File: src/rtl/sideset_delay_pkg.sv
// Shared constants and state encoding for the side-set / delay block.
// Used by sideset_delay and sideset_expand.
package sideset_delay_pkg;

    localparam int SS_W      = 5;   // side-set / delay field width
    localparam int MAX_DELAY = 31;  // largest encodable delay
    localparam int DLY_W     = $clog2(MAX_DELAY + 1);

    typedef enum logic {
        IDLE  = 1'b0,
        DELAY = 1'b1
    } state_t;

endpackage

File: src/rtl/sideset_expand.sv
// Combinational decode of the side-set field into value, valid-bit mask and enable.
// Optional enable-bit handling is compiled in only with SIDESET_OPT_EN defined.
import sideset_delay_pkg::*;

module sideset_expand #(
    parameter int MAX_SS = SS_W
) (
    input  logic [MAX_SS-1:0] side_set,
    input  logic [2:0]        sideset_bits,
    input  logic              sideset_opt,
    output logic [MAX_SS-1:0] ss_val,
    output logic [MAX_SS-1:0] ss_mask,
    output logic              ss_en
);

    int n;

`ifndef SIDESET_OPT_EN
    logic unused_opt;
    assign unused_opt = sideset_opt;
`endif

    always_comb begin
        n       = (int'(sideset_bits) > MAX_SS) ? MAX_SS : int'(sideset_bits);
        ss_mask = '0;
        ss_en   = 1'b0;
`ifdef SIDESET_OPT_EN
        if (sideset_opt) begin
            // Top bit of the field gates the write; it is not part of the value.
            for (int i = 0; i < MAX_SS; i++) begin
                if (i < n - 1)
                    ss_mask[i] = 1'b1;
                if (n >= 2 && i == n - 1)
                    ss_en = side_set[i];
            end
        end else begin
            for (int i = 0; i < MAX_SS; i++)
                if (i < n)
                    ss_mask[i] = 1'b1;
            ss_en = (n != 0);
        end
`else
        for (int i = 0; i < MAX_SS; i++)
            if (i < n)
                ss_mask[i] = 1'b1;
        ss_en = (n != 0);
`endif
        ss_val = side_set & ss_mask;
    end

endmodule

File: src/rtl/sideset_delay.sv
// Side-set application and post-instruction delay counter (IDLE/DELAY FSM).
// Define SIDESET_OPT_EN to honour the optional side-set enable bit.
import sideset_delay_pkg::*;

module sideset_delay #(
    parameter int MAX_SS = SS_W
) (
    input  logic              pclk,
    input  logic              reset,
    input  logic              en,
    input  logic              instr_valid,
    input  logic              instr_stall,
    input  logic [DLY_W-1:0]  delay,
    input  logic [MAX_SS-1:0] side_set,
    input  logic [2:0]        sideset_bits,
    input  logic              sideset_opt,
    input  logic              sideset_pindirs,
    output logic              retire,
    output logic              busy,
    output logic              ss_pins_we,
    output logic              ss_dirs_we,
    output logic [MAX_SS-1:0] ss_val,
    output logic [MAX_SS-1:0] ss_mask
);

    state_t            state;
    logic [DLY_W-1:0]  cnt;
    logic              first;

    logic [MAX_SS-1:0] exp_val;
    logic [MAX_SS-1:0] exp_mask;
    logic              exp_en;

    logic              issue;
    logic              apply;
    logic              strobe;

    sideset_expand #(.MAX_SS(MAX_SS)) u_expand (
        .side_set     (side_set),
        .sideset_bits (sideset_bits),
        .sideset_opt  (sideset_opt),
        .ss_val       (exp_val),
        .ss_mask      (exp_mask),
        .ss_en        (exp_en)
    );

    // Outputs are combinational so retire and side-set land in the issuing cycle.
    always_comb begin
        issue      = !reset && en && (state == IDLE) && instr_valid;
        apply      = issue && first;
        strobe     = apply && exp_en;
        retire     = issue && !instr_stall;
        busy       = !reset && (state == DELAY);
        ss_pins_we = strobe && !sideset_pindirs;
        ss_dirs_we = strobe && sideset_pindirs;
        ss_val     = strobe ? exp_val  : '0;
        ss_mask    = strobe ? exp_mask : '0;
    end

    always_ff @(posedge pclk) begin
        if (reset) begin
            state <= IDLE;
            cnt   <= '0;
            first <= 1'b1;
        end else if (en) begin
            case (state)
                IDLE: begin
                    if (retire) begin
                        first <= 1'b1;
                        if (delay != '0) begin
                            cnt   <= delay;
                            state <= DELAY;
                        end
                    end else if (apply) begin
                        first <= 1'b0;
                    end
                end
                DELAY: begin
                    // Leave on the last count; <= guards against ever underflowing.
                    if (cnt <= DLY_W'(1)) begin
                        cnt   <= '0;
                        state <= IDLE;
                    end else begin
                        cnt <= cnt - DLY_W'(1);
                    end
                end
                default: state <= IDLE;
            endcase
        end
    end

endmodule

File: config.mk
export PLATFORM = sky130hd
export DESIGN_NAME = sideset_delay
export DESIGN_NICKNAME = d
export VERILOG_FILES = /design/src/rtl/sideset_delay_pkg.sv /design/src/rtl/sideset_expand.sv /design/src/rtl/sideset_delay.sv
export SDC_FILE = /design/constraint.sdc
export NUM_CORES = 1
export LEC_CHECK = 0
export ABC_AREA = 1
export BUFFER_PORTS_ARGS = -buffer_cell sky130_fd_sc_hd__buf_2
export CAP_MARGIN = 0
export CORE_MARGIN = 2
export CORE_UTILIZATION = 41
export DETAILED_ROUTE_END_ITERATION = 12
export GPL_ROUTABILITY_DRIVEN = 0
export PLACE_DENSITY_LB_ADDON = 0.05
export REMOVE_ABC_BUFFERS = 1
export SKIP_CTS_REPAIR_TIMING = 1
export SLEW_MARGIN = 10
export SYNTH_ARGS = -nofsm -noshare
export SYNTH_HDL_FRONTEND = slang
export SYNTH_HIERARCHICAL = 1
export SYNTH_SLANG_ARGS = --single-unit
File: constraint.sdc
create_clock -name pclk -period 1.2 [get_ports pclk]
set_input_delay 0.12 -clock pclk [delete_from_list [all_inputs] [get_ports pclk]]
set_output_delay 0.12 -clock pclk [all_outputs]
set_load 0.01 [all_outputs]
[Word level (Yosys, flattened, before mapping)]
Index checks and enable logic that the tools add are counted.
Widths: inputs -> output; s select.
Word-level totals
  bits in registers: 7
  bits of input ports: 20
Cells by class
  $add $sub $neg: 1
  magnitude comparators: 7
  equal/unequal tests: 2
  multiplexer cells: 18
  bitwise operators: 2
  reduce and logical (&&, ||, !) cells: 17
Operators by type and width (number)
  $lt 3x32->1 const A: 2
  $lt 1x32->1 const A: 1
  $lt 2x32->1 const A: 1
  $lt 4x32->1 const A: 1
  $reduce_bool 32->1: 1
  $mux 5: 5
  $mux 1: 10
  $pmux 5 s2: 1
  $logic_and 1x1->1: 9
  $reduce_and 3->1: 2
  $and 5x5->5: 1
  $le 5x1->1 const B: 1
  $reduce_bool 5->1: 1
  $sub 5x1->5 const B: 1
  $gt 3x3->1 const B: 1
  $logic_not 1->1: 3
  $mux 3: 1
  $ne 2x1->1 const B: 1
  $ne 2x2->1 const B: 1
  $pmux 1 s2: 1
  $reduce_bool 2->1: 1
  $not 1->1: 1

[Longest topological paths before layout]
  word-level depth: 7
  gate-level depth with buffers: 10
  depth with buffers taken out: 10

[Cells and area by module]
Netlist, hierarchy kept.
Modules (own cells, without submodules)
  sideset_delay: times used 1, cells an instance 117, area each 640.6 µm²
  sideset_expand: times used 1, cells an instance 18, area each 93.8 µm²

[Worst setup path after synthesis]
Ideal clock, no wire load.
  path kind: reg2reg
  start: reg cnt[1]
  end: reg cnt[3]
  arrival: 1.106 ns
  data required time: 1.136 ns
  slack: 0.031 ns
  cell stages (with the launch flop): 9
  cells stage by stage: dfxtp_1 > inv_1 > ha_1 > o21bai_1 > nand2_1 > nand3_1 > nand2_1 > nor2_1 > nor2_1
On the way
  cells in the longest elaborated chain, start to end: 3
RTL lines
  start: declaration: line sideset_delay.sv:27  | logic [DLY_W-1:0] cnt;
  start signal: assignment: line sideset_delay.sv:71  | cnt <= delay;
  start signal: assignment: line sideset_delay.sv:84  | cnt <= cnt - DLY_W'(1);
  $sub 5x1->5 / $le 5x1->1 (equally long branches): line sideset_delay.sv:84, sideset_delay.sv:80
  $mux 5 (*): line sideset_delay.sv:80  | if (cnt <= DLY_W'(1)) begin
  $pmux 5 s2 (*): line sideset_delay.sv:66  | case (state)
Every way passes the cells marked *; elsewhere a longest branch is shown, timed or not.
A chain may end at the register's enable or synchronous reset.

[Final worst setup path]
  start: reg state
  end: out ss_mask[2]
On the way
  cells in the longest elaborated chain, start to end: 6
RTL lines
  start: declaration: line sideset_delay.sv:26  | state_t state;
  start signal: assignment: line sideset_delay.sv:62  | state <= IDLE;
  start signal: assignment: line sideset_delay.sv:72  | state <= DELAY;
  start signal: assignment: line sideset_delay.sv:82  | state <= IDLE;
  $not 1->1 (no line)
  $logic_and 1x1->1 (2 in series): line sideset_delay.sv:49  | issue = !reset && en && (state == IDLE) && instr_valid;
  $logic_and 1x1->1: line sideset_delay.sv:50  | apply = issue && first;
  $logic_and 1x1->1: line sideset_delay.sv:51  | strobe = apply && exp_en;
  $mux 5: line sideset_delay.sv:57  | ss_mask = strobe ? exp_mask : '0;
  end: declaration: line sideset_delay.sv:23  | output logic [MAX_SS-1:0] ss_mask
Every way passes these cells.

==> run_results.csv <==
group,metric,value,unit
status,status,"finished with violations",
status,violations,"negative setup slack",
worst_hold_path,hold_path_class,"primary input to register",
yosys,yosys.area_share.adder,3.41,%
global_route,grt_pass1_wl,2660,µm
yosys,synth_compound_area_share,4.94,%
cells_and_area,fin_nets,203,
global_route,antenna_found_initial,0,
yosys,synthTopCellsByArea,"nand2_1, dfxtp_1, nor2_1",
routing,drc,0,
job,max-cap-violations,0,
timing,slew_viol_final,0,
timing,rsz0062_at_grt,"true",
yosys,synthMuxAreaShare,0,%
timing,fmax,0.717,GHz
yosys,synth_xor_area_share,1.19,%
global_route,groute.usage.overall,17.6,%
timing,setup_violations,14,
power,leakagePower,0.676,nW
yosys,synth.top_cell.area_share,19.9,%
routing,wirelength,1920,µm
global_route,grt.overflow.total,0,
yosys,synth-simple-area-share,54.5,%
yosys,syn_area,734,µm²
clock_tree,clock_latency,0.26,ns
cells_and_area,area_delta_synth_final,55.5,%
timing,fin_skew,0.00483,ns
routing,wl_per_cell,9.38,µm
power,max-vdd-ir-drop,0.000538,V
timing,slew_headroom,82.9,%
critical_path,required,1.08,ns
clock_tree,ctsRootBufferMaster,"clkbuf_4",
placed_design,portBuffers,32,
timing,hold_violations,0,
clock_tree,clk_pin_slew,0.05,ns
yosys,synth_top_area_cell,"nand2_1",
yosys,avgSynthCellArea,5.44,µm²
floorplanning,die-area,2150,µm²
floorplanning,row_count,15,
yosys,synthCells,135,
routing,dr.pass1.iters,4,
routing,ant_nets,0,
yosys,yosysSeqAreaShare,19.1,%
routing,vias_per_cell,4.52,
floorplanning,ioPinCount,34,
critical_path,path_class,"register to output port",
timing,worst_slack,-0.194,ns
routing,drt-initial-drc-count,16,
floorplanning,die_h,46.3,µm
global_route,first_global_vias,685,
clock_tree,tritoncts,"yes",
timing,fin_crit,1.39,ns
floorplanning,die-width,46.3,µm
global_route,grt_max_degree,13,
critical_path,cp-end-kind,"output port",
timing,worst_pin_slew,0.256,ns
power,power.total,811,µW
floorplanning,initial_core_util,43.0,%
timing,holdWs,0.157,ns
floorplanning,coreArea,1710,µm²
clock_tree,cts_buffers,3,
placed_design,dp_hpwl,1380,µm
clock_tree,clk_path_buf_depth,2,
critical_path,worst_ep_arrival_time,1.27,ns
cells_and_area,drive_above_1_share,42.2,%
power,powerDensity,710,nW/µm²
yosys,yosysUniqueCellTypes,26,
cells_and_area,antenna_cells,0,
clock_tree,htreeDepth,1,
clock_tree,cts.sinks,7,
yosys,yosysWarnings,6,
timing,min_period_over_period,116,%
yosys,ys_seq_elements,7,
critical_path,worstPathMaxFanout,12,
yosys,synth_top_family_by_area,"simple AND/OR/NAND/NOR gates",
critical_path,start_kind,"register",
routing,routed-via-count,927,
==> final cells by class <==
type	instances	area (µm²)
fillers	166	566
well taps	25	31.3
clock buffers	4	26.3
inverters	30	123
flip-flops and latches	7	149
repair buffers	42	258
multi-input cells	97	556
==> worst paths after layout <==
| kind | depth (start not counted) | end | slack (ns) | from |
|---|---|---|---|---|
| setup / recovery | 5 | ss_mask[2] | -0.19 | state |
| hold / removal | 3 | first | 0.16 | reset |
| setup reg to reg | 8 | cnt[1] | -0.01 | cnt[1] |
| hold reg to reg | 2 | first | 0.46 | first |
==> cell usage after synthesis <==
cell and count:
ha_1 2, nor2_2 1, nor3_2 1, nand2_1 39, nand2_2 1, inv_1 25
a21oi_1 1, nand3_1 7, nor2_4 2, o21ai_1 1, clkbuf_1 1, nand3_2 1
nand4_1 1, nand3b_1 1, a21boi_2 1, buf_2 1, o21a_1 1, xor2_1 1
clkinv_1 1, nand3_4 1, inv_2 3, dfxtp_1 7, nor2_1 32, inv_4 1
o21bai_1 1, nand4_2 1
==> sequential cells by signal (all words and copies together) (netlist names) <==
| name | flops |
|---|---|
| cnt | 5 |
| first | 1 |
| state | 1 |
==> report_power, final <==
group / leakage, nW / internal (mW) / switching (mW)
Clock: 0.0150 / 0.128 / 0.105
Sequential: 0.0590 / 0.243 / 0.0128
Combinational: 0.603 / 0.144 / 0.178
==> worst max-delay path: stages, from the launching register on <==
cell     delay, ns
dfxtp_4       0.35
nor2_4        0.13
nand4_1       0.14
buf_12        0.17
nor2_1        0.08
buf_2         0.13
==> cells by family after synthesis <==
group | count (synthesis)
adders and majority gates | 2
xor gates and xnor gates | 1
DFF | 7
buffers and inverters | 32
and+or+nand+nor | 88
AOI/OAI and AO/OA | 5
==> metrics by stage <==
| stage | worst slack, ns | utilization, % | cell area, µm² | setup TNS (ns) | instances |
|---|---|---|---|---|---|
| after floorplan | 0.0306 | - | 726 | 0 | 133 |
| after global placement | -0.0143 | 58.4 | 997 | -0.0143 | 199 |
| after detailed placement | -0.0845 | 58.4 | 997 | -0.319 | 199 |
| after CTS | -0.217 | 59.9 | 1020 | -2.97 | 203 |
| after global routing | -0.258 | 66.9 | 1140 | -3.26 | 205 |
| final | -0.194 | 66.9 | 1140 | -2.28 | 205 |
==> cell usage in the layout, fill, tap and decap left out, types with 2 or more instances in the layout <==
cell,Yosys,layout
dfxtp_4,0,2
nand2_1,39,37
buf_2,1,31
buf_6,0,2
inv_1,25,22
inv_4,1,4
dfxtp_1,7,4
nand2_2,1,2
ha_4,0,2
nor2_2,1,5
nand3_2,1,4
buf_4,0,8
nor2_1,32,28
clkbuf_4,0,3
nor2_4,2,2
nand3_1,7,5
inv_2,3,3
==> per-layer routing <==
metal | vias up | global-route usage, % | part of all wire, %
met3 | 5 | 2.35 | 5.8
met4 | 0 | 12.0 | 2.6
met1 | 389 | 20.4 | 40
li1 | 494 | - | -
met5 | - | 0 | 0
met2 | 39 | 29.4 | 51
Power figures use the tool's default switching activity.
